### src/rtl/i2c_cmd_seq.sv
// i2c_cmd_seq: queues byte commands for i2c_core, runs them one at a time, captures RX bytes.
// Define I2C_SEQ_TIMEOUT_EN to add a watchdog on core_busy while a transaction runs.
module i2c_cmd_seq #(
    parameter int CMD_DEPTH   = 8,
    parameter int RX_DEPTH    = 8,
    parameter int START_WAIT  = 1024,
    parameter int TIMEOUT_CYC = 1_000_000
) (
    input  logic        aclk,
    input  logic        aresetn,
    input  logic [11:0] cmd_wdata,
    input  logic        cmd_wvalid,
    output logic        cmd_wready,
    output logic [7:0]  cmd_level,
    output logic [7:0]  rx_rdata,
    output logic        rx_rvalid,
    input  logic        rx_rready,
    input  logic        clear,
    input  logic        core_busy,
    input  logic        core_error,
    input  logic [7:0]  core_rx_data,
    input  logic        core_rx_valid,
    output logic [7:0]  tx_data,
    output logic        tx_start,
    output logic        tx_stop,
    output logic        tx_write,
    output logic        tx_read,
    output logic        seq_idle,
    output logic        seq_error,
    output logic        rx_overflow,
    output logic        irq_done
);

    localparam int CAW = $clog2(CMD_DEPTH);
    localparam int RAW = $clog2(RX_DEPTH);
    localparam int SWW = $clog2(START_WAIT + 1);
    localparam logic [CAW:0] CMD_FULL = (CAW + 1)'(CMD_DEPTH);
    localparam logic [RAW:0] RX_FULL  = (RAW + 1)'(RX_DEPTH);

    typedef enum logic [2:0] {
        S_IDLE,
        S_ISSUE,
        S_RUN,
        S_DONE,
        S_ERR
    } state_t;

    state_t state_q, state_d;

    // ------------------------------------------------------------------
    // CMD FIFO storage and pointers
    // ------------------------------------------------------------------
    logic [11:0]    cmd_mem [CMD_DEPTH];
    logic [CAW-1:0] cmd_wr_q, cmd_rd_q;
    logic [CAW:0]   cmd_cnt_q, cmd_cnt_d;
    logic           cmd_push, cmd_pop, cmd_flush;
    logic [11:0]    cmd_head;

    logic           hold_start_q;
    logic [SWW-1:0] wait_q;
    logic           err_seen_q;
    logic           done_ok;

    assign cmd_head   = cmd_mem[cmd_rd_q];
    assign cmd_wready = (cmd_cnt_q != CMD_FULL);
    assign cmd_level  = 8'(cmd_cnt_q);
    assign cmd_flush  = clear || (state_d == S_ERR);
    assign cmd_push   = cmd_wvalid && cmd_wready && !cmd_flush;

`ifdef I2C_SEQ_TIMEOUT_EN
    localparam int TOW = $clog2(TIMEOUT_CYC + 1);
    logic [TOW-1:0] to_q;

    // Held at zero outside RUN, so every RUN entry starts a fresh count.
    always_ff @(posedge aclk or negedge aresetn) begin
        if (!aresetn) begin
            to_q <= '0;
        end else if (state_q != S_RUN) begin
            to_q <= '0;
        end else begin
            to_q <= to_q + 1'b1;
        end
    end
`else
    logic unused_timeout;
    assign unused_timeout = (TIMEOUT_CYC > 0);
`endif

    // ------------------------------------------------------------------
    // Sequencer next-state logic
    // ------------------------------------------------------------------
    always_comb begin
        // NOTE: every output of this block gets a default first so no path can infer a latch.
        state_d = state_q;
        cmd_pop = 1'b0;
        done_ok = 1'b0;
        case (state_q)
            S_IDLE: begin
                // Waiting for core_busy=0 also covers a clear issued mid-transaction.
                if ((cmd_cnt_q != '0) && !seq_error && !core_busy) begin
                    cmd_pop = 1'b1;
                    state_d = S_ISSUE;
                end
            end
            S_ISSUE: begin
                if (!hold_start_q) begin
                    state_d = S_DONE;
                end else if (core_busy) begin
                    state_d = S_RUN;
                end else if (wait_q == SWW'(START_WAIT - 1)) begin
                    state_d = S_ERR;
                end
            end
            S_RUN: begin
                if (!core_busy) begin
                    state_d = S_DONE;
                end
`ifdef I2C_SEQ_TIMEOUT_EN
                else if (to_q == TOW'(TIMEOUT_CYC - 1)) begin
                    state_d = S_ERR;
                end
`endif
            end
            S_DONE: begin
                if (err_seen_q || core_error) begin
                    state_d = S_ERR;
                end else begin
                    done_ok = 1'b1;
                    state_d = S_IDLE;
                end
            end
            S_ERR: begin
                state_d = S_ERR;
            end
            default: begin
                state_d = S_IDLE;
            end
        endcase
        if (clear) begin
            state_d = S_IDLE;
            cmd_pop = 1'b0;
            done_ok = 1'b0;
        end
    end

    always_comb begin
        cmd_cnt_d = cmd_cnt_q;
        if (cmd_flush) begin
            cmd_cnt_d = '0;
        end else if (cmd_push && !cmd_pop) begin
            cmd_cnt_d = cmd_cnt_q + 1'b1;
        end else if (!cmd_push && cmd_pop) begin
            cmd_cnt_d = cmd_cnt_q - 1'b1;
        end
    end

    // NOTE: FIFO storage has no reset; occupancy counters alone decide what is valid.
    always_ff @(posedge aclk) begin
        if (cmd_push) begin
            cmd_mem[cmd_wr_q] <= cmd_wdata;
        end
    end

    always_ff @(posedge aclk or negedge aresetn) begin
        if (!aresetn) begin
            cmd_wr_q  <= '0;
            cmd_rd_q  <= '0;
            cmd_cnt_q <= '0;
        end else begin
            cmd_cnt_q <= cmd_cnt_d;
            if (cmd_flush) begin
                cmd_wr_q <= '0;
                cmd_rd_q <= '0;
            end else begin
                if (cmd_push) begin
                    cmd_wr_q <= cmd_wr_q + 1'b1;
                end
                if (cmd_pop) begin
                    cmd_rd_q <= cmd_rd_q + 1'b1;
                end
            end
        end
    end

    // ------------------------------------------------------------------
    // Sequencer state, hold register and core controls
    // ------------------------------------------------------------------
    always_ff @(posedge aclk or negedge aresetn) begin
        if (!aresetn) begin
            state_q      <= S_IDLE;
            hold_start_q <= 1'b0;
            wait_q       <= '0;
            err_seen_q   <= 1'b0;
            tx_data      <= 8'h00;
            tx_start     <= 1'b0;
            tx_stop      <= 1'b0;
            tx_write     <= 1'b0;
            tx_read      <= 1'b0;
            seq_error    <= 1'b0;
            seq_idle     <= 1'b0;
            irq_done     <= 1'b0;
        end else begin
            state_q  <= state_d;
            irq_done <= done_ok;
            seq_idle <= (state_d == S_IDLE) && (cmd_cnt_d == '0);

            if (clear) begin
                seq_error <= 1'b0;
            end else if (state_d == S_ERR) begin
                seq_error <= 1'b1;
            end

            if (cmd_pop) begin
                wait_q <= '0;
            end else if (state_q == S_ISSUE) begin
                wait_q <= wait_q + 1'b1;
            end

            // Error status is latched at the busy fall in case the core drops it a cycle later.
            if (cmd_pop) begin
                err_seen_q <= 1'b0;
            end else if ((state_q == S_RUN) && !core_busy) begin
                err_seen_q <= core_error;
            end

            if (clear || (state_d == S_ERR)) begin
                tx_data  <= 8'h00;
                tx_start <= 1'b0;
                tx_stop  <= 1'b0;
                tx_write <= 1'b0;
                tx_read  <= 1'b0;
            end else if (cmd_pop) begin
                hold_start_q <= cmd_head[8];
                tx_data      <= cmd_head[7:0];
                tx_start     <= cmd_head[8];
                tx_stop      <= cmd_head[9];
                tx_write     <= cmd_head[10];
                tx_read      <= cmd_head[11];
            end else if ((state_q == S_ISSUE) && (state_d != S_ISSUE)) begin
                tx_start <= 1'b0;
            end
        end
    end

    // ------------------------------------------------------------------
    // RX capture FIFO
    // ------------------------------------------------------------------
    logic [7:0]     rx_mem [RX_DEPTH];
    logic [RAW-1:0] rx_wr_q, rx_rd_q;
    logic [RAW:0]   rx_cnt_q;
    logic           rx_prev_q;
    logic           rx_rise, rx_full, rx_pop, rx_push, rx_drop;

    assign rx_rise   = core_rx_valid && !rx_prev_q && !clear;
    assign rx_full   = (rx_cnt_q == RX_FULL);
    assign rx_rvalid = (rx_cnt_q != '0);
    assign rx_pop    = rx_rvalid && rx_rready && !clear;
    // A pop in the same cycle frees the slot, so a full FIFO still accepts the byte.
    assign rx_push   = rx_rise && (!rx_full || rx_pop);
    assign rx_drop   = rx_rise && rx_full && !rx_pop;
    assign rx_rdata  = rx_rvalid ? rx_mem[rx_rd_q] : 8'h00;

    always_ff @(posedge aclk) begin
        if (rx_push) begin
            rx_mem[rx_wr_q] <= core_rx_data;
        end
    end

    always_ff @(posedge aclk or negedge aresetn) begin
        if (!aresetn) begin
            rx_prev_q   <= 1'b0;
            rx_wr_q     <= '0;
            rx_rd_q     <= '0;
            rx_cnt_q    <= '0;
            rx_overflow <= 1'b0;
        end else begin
            rx_prev_q <= core_rx_valid;
            if (clear) begin
                rx_wr_q     <= '0;
                rx_rd_q     <= '0;
                rx_cnt_q    <= '0;
                rx_overflow <= 1'b0;
            end else begin
                if (rx_push) begin
                    rx_wr_q <= rx_wr_q + 1'b1;
                end
                if (rx_pop) begin
                    rx_rd_q <= rx_rd_q + 1'b1;
                end
                if (rx_push && !rx_pop) begin
                    rx_cnt_q <= rx_cnt_q + 1'b1;
                end else if (!rx_push && rx_pop) begin
                    rx_cnt_q <= rx_cnt_q - 1'b1;
                end
                if (rx_drop) begin
                    rx_overflow <= 1'b1;
                end
            end
        end
    end

endmodule

### config.mk
export PLATFORM = sky130hd
export DESIGN_NAME = i2c_cmd_seq
export DESIGN_NICKNAME = d
export VERILOG_FILES = /design/src/rtl/i2c_cmd_seq.sv
export SDC_FILE = /design/constraint.sdc
export NUM_CORES = 1
export LEC_CHECK = 0
export ABC_CLOCK_PERIOD_IN_PS = 2900
export BUFFER_PORTS_ARGS = -buffer_cell sky130_fd_sc_hd__buf_4
export CORE_MARGIN = 2
export CORE_UTILIZATION = 54
export DETAILED_ROUTE_END_ITERATION = 8
export PLACE_DENSITY = 0.75
export SLEW_MARGIN = 40
export SYNTH_ARGS = -nofsm -noshare
export SYNTH_HDL_FRONTEND = slang
export SYNTH_SLANG_ARGS = --single-unit
### constraint.sdc
create_clock -name aclk -period 2.9 [get_ports aclk]
set_clock_uncertainty 0.15 [all_clocks]
set_input_delay 0.145 -clock aclk [delete_from_list [all_inputs] [get_ports aclk]]
set_output_delay 0.145 -clock aclk [all_outputs]
set_load 0.02 [all_outputs]
==> results.sh <==
export IMPL_status="completed"
export IMPL_hold_path_class="input port to asynchronous set/reset pin"
export IMPL_synth_largest_area_cell="edfxtp_1"
export IMPL_busiest_layer="met2"
export IMPL_row_count=46
export IMPL_r2r_slack_ps=200
export IMPL_tightest_slew_ps=816
export IMPL_fmax_mhz=370
export IMPL_gr_usage_met2_pct=36.4
export IMPL_r2r_cells=8
export IMPL_leakage_uw=0.00395
export IMPL_p_per_area_nw_per_um2=862
export IMPL_overflow=0
export IMPL_rr_startpoint="wait_q[0]$_DFFE_PN0P_"
export IMPL_seqCellArea_um2=6130
export IMPL_drv_slew=0
export IMPL_synth_edf_count=160
export IMPL_area_growth_pct=21.4
export IMPL_intPower_uw=6550
export IMPL_dp_cells=811
export IMPL_cts_buffers=22
export IMPL_cts_hold_buf=29
export IMPL_ir_worst_vdd_v=0.000489
export IMPL_antenna_found_initial=0
export IMPL_ys_seq_area_share_pct=68.8
export IMPL_maxCapViolCount=0
export IMPL_synthMuxAreaShare_pct=13.1
export IMPL_p_seq_share_pct=41.5
export IMPL_io_pin_count=62
export IMPL_layout_nets=686
export IMPL_combPwrFrac_pct=27.5
export IMPL_first_global_vias=5268
export IMPL_power_share_clock_pct=31.0
export IMPL_gp_congestion=0.810
export IMPL_die_w_um=133
export IMPL_rsz0062_at_grt="false"
export IMPL_clk_pin_slew_worst_paths_ps=60
export IMPL_yosysTopAreaCellShare_pct=53.9
export IMPL_synthAdderAreaFrac_pct=1.49
export IMPL_synth_seq_cells=213
export IMPL_start_kind="flop"
export IMPL_start_util_pct=55.7
export IMPL_synthesis_area_um2=8920
export IMPL_crit_fanout=13
export IMPL_die_area_um2=17600
export IMPL_n_fill_cell=1101
export IMPL_switching_share_pct=29.9
export IMPL_worstPathRequired_ps=2940
export IMPL_post_route_worst_setup_slack_ps=200
export IMPL_stdcell_count=880
export IMPL_viasPerCell=5.71
export IMPL_post_cts_buffers=0
export IMPL_root_buffer="clkbuf_16"
export IMPL_layout_common_cells="edfxtp_1 (160), buf_4 (88), dfrtp_1 (51), nor2_1 (45), mux4_2 (40)"
export IMPL_n_antenna_cell=0
export IMPL_setup_tns_ps=0
export IMPL_relSlewSlack_pct=45.6
export IMPL_synth_simple_gate_area_share_pct=8.59
export IMPL_io_buffers=57
export IMPL_coreArea_um2=16000
export IMPL_yosysUniqueCellTypes=66
export IMPL_htree_num_levels=1
export IMPL_multi_input_area_um2=2660
export IMPL_setup_viol=0
export IMPL_synth_area_leaders="edfxtp_1 (54%), dfrtp_1 (15%), mux4_2 (10%)"
export IMPL_dr_pass1_iters=5
export IMPL_clock_sinks=213
export IMPL_layout_worst_path_cycle_share_pct=93.1
export IMPL_layout_commonest_cell="edfxtp_1"
export IMPL_reg2reg_to="cmd_mem[4][10]$_DFFE_PP_"
export IMPL_cp_end_kind="flop"
export IMPL_met3_usage_pct=3.37
export IMPL_switching_power_uw=2790
export IMPL_synth_xor_area_share_pct=1.77
export IMPL_totalWireLength_um=17700
export IMPL_drive_gt1_share_pct=29.5
export IMPL_dpl_hpwl_um=11400
export IMPL_grt_max_degree=54
export IMPL_worstSetupPathType="flop to flop"
export IMPL_cts_resized=0
export IMPL_routedWlPerCell_um=20.1
export IMPL_placedInstanceArea_um2=9780
export IMPL_period_needed_ps=2700
export IMPL_synthArstFlopShare_pct=24.9
export IMPL_post_place_ws_ps=217
export IMPL_netlist_instances=529
export IMPL_fin_area_um2=10800
export IMPL_cp_data_arrival_time_ps=2740
export IMPL_syn_avg_cell_area_um2=16.9
export IMPL_hold_viol=0
export IMPL_synth_compound_area_share_pct=4.34
export IMPL_track_usage_pct=20.8
export IMPL_cts_buffer_depth=3
export IMPL_drcViolationCount=0
export IMPL_vias=5023
export IMPL_synth_flop_cell="edfxtp_1"
export IMPL_met1_usage_pct=27.2
export IMPL_ys_warnings_count=0
export IMPL_drtIter0Drc=377
export IMPL_grt_pass1_wl_um=28700
export IMPL_drtAntennaViolNets=0
export IMPL_clk_latency_ps=500
export IMPL_cts_tree="built"
export IMPL_fp_dieH_um=133
export IMPL_synth_top_family_by_area="multiplexers"
## power by group through the flow
stage / logic, uW / clock network [uW] / registers (uW)
floorplan: 1700 / 0 / 3890
global placement: 2470 / 0 / 3910
detailed placement: 2530 / 0 / 3930
CTS: 2600 / 2940 / 3870
global route: 2790 / 3060 / 3920
finish: 2570 / 2890 / 3870
## state kept, by name, indices dropped and copies added, names as in the netlist, 3 cells and up
| signal | count |
|---|---|
| rx_rd_q | 3 |
| rx_wr_q | 3 |
| state_q | 3 |
| cmd_mem | 96 |
| wait_q | 11 |
| cmd_cnt_q | 4 |
| tx_data | 8 |
| rx_mem | 64 |
| cmd_wr_q | 3 |
| rx_cnt_q | 4 |
| cmd_rd_q | 3 |
## Yosys cell counts, drive strengths merged, types with 2 or more instances
library cell	count
nor3b	7
o31a	2
nand2	21
nor2b	2
edfxtp	160
or4	2
inv	10
o21ba	2
nor4b	3
a21boi	2
clkbuf	7
nand2b	7
and3	4
ha	9
nand3	13
a21oi	9
nor2	46
xnor2	8
a221oi	2
nand3b	2
o21ai	6
xor2	10
mux2i	26
a21o	5
dfrtp	53
a211oi	2
buf	19
mux4	40
o2bb2ai	11
nor4	4
and2	2
or3	7
nor3	9
## through the flow
| step | utilization, % | power, uW | hold WS [ps] |
|---|---|---|---|
| 2_1_floorplan | - | 5590 | -301 |
| 3_3_place_gp | 61.1 | 6380 | 92.3 |
| 3_5_place_dp | 61.1 | 6460 | 106 |
| 4_1_cts | 67.7 | 9410 | 129 |
| 5_1_grt | 67.7 | 9780 | 169 |
| 6_report | 67.7 | 9330 | 102 |
## critical path: stages, from the launching register on
cell	delay [ps]
dfrtp_1	410
ha_1	220
nand3_1	110
nand2b_4	180
nor4_4	50
a21o_2	320
or3_1	480
nor3b_2	200
buf_4	250
## cell type report
cell class / count / area share, %
clock inverters: 16 / 1.55
flip-flops and latches: 213 / 56.6
inverters: 10 / 0.347
well taps: 216 / 2.50
multi-input cells: 283 / 24.6
repair buffers: 118 / 8.97
clock buffers: 24 / 5.44
## metal layers
metal,share of wire (%),wire (um),vias to the layer above
li1,-,-,2293
met1,41,7190,2554
met2,52,9240,143
met3,4.7,832,33
met4,2.3,399,0
met5,0,0,-
## cell families (layout without fill, tap and decap cells)
group                    after synthesis  in the layout
other                                  1              4
AO/OA/AOI/OAI                         49             49
flip-flops                           213            213
multiplexers                          67             67
buffers and inverters                 36            168
AND/OR/NAND/NOR                      135            135
XOR/XNOR                              18             18
adder cells (fa/ha/maj)               10             10
## worst max path at each step
stage	endpoint	slack (ps)	startpoint
after floorplan	cmd_mem[3][0]$_DFFE_PP_	30	cmd_cnt_q[0]$_DFF_PN0_
after global placement	cmd_mem[2][7]$_DFFE_PP_	300	wait_q[0]$_DFFE_PN0P_
after detailed placement	cmd_mem[4][4]$_DFFE_PP_	220	wait_q[0]$_DFFE_PN0P_
after CTS	cmd_mem[4][9]$_DFFE_PP_	210	wait_q[0]$_DFFE_PN0P_
after global routing	rx_cnt_q[3]$_DFFE_PN0P_	70	rx_cnt_q[0]$_DFFE_PN0P_
final	cmd_mem[4][10]$_DFFE_PP_	200	wait_q[0]$_DFFE_PN0P_
Power figures use the tool's default switching activity.
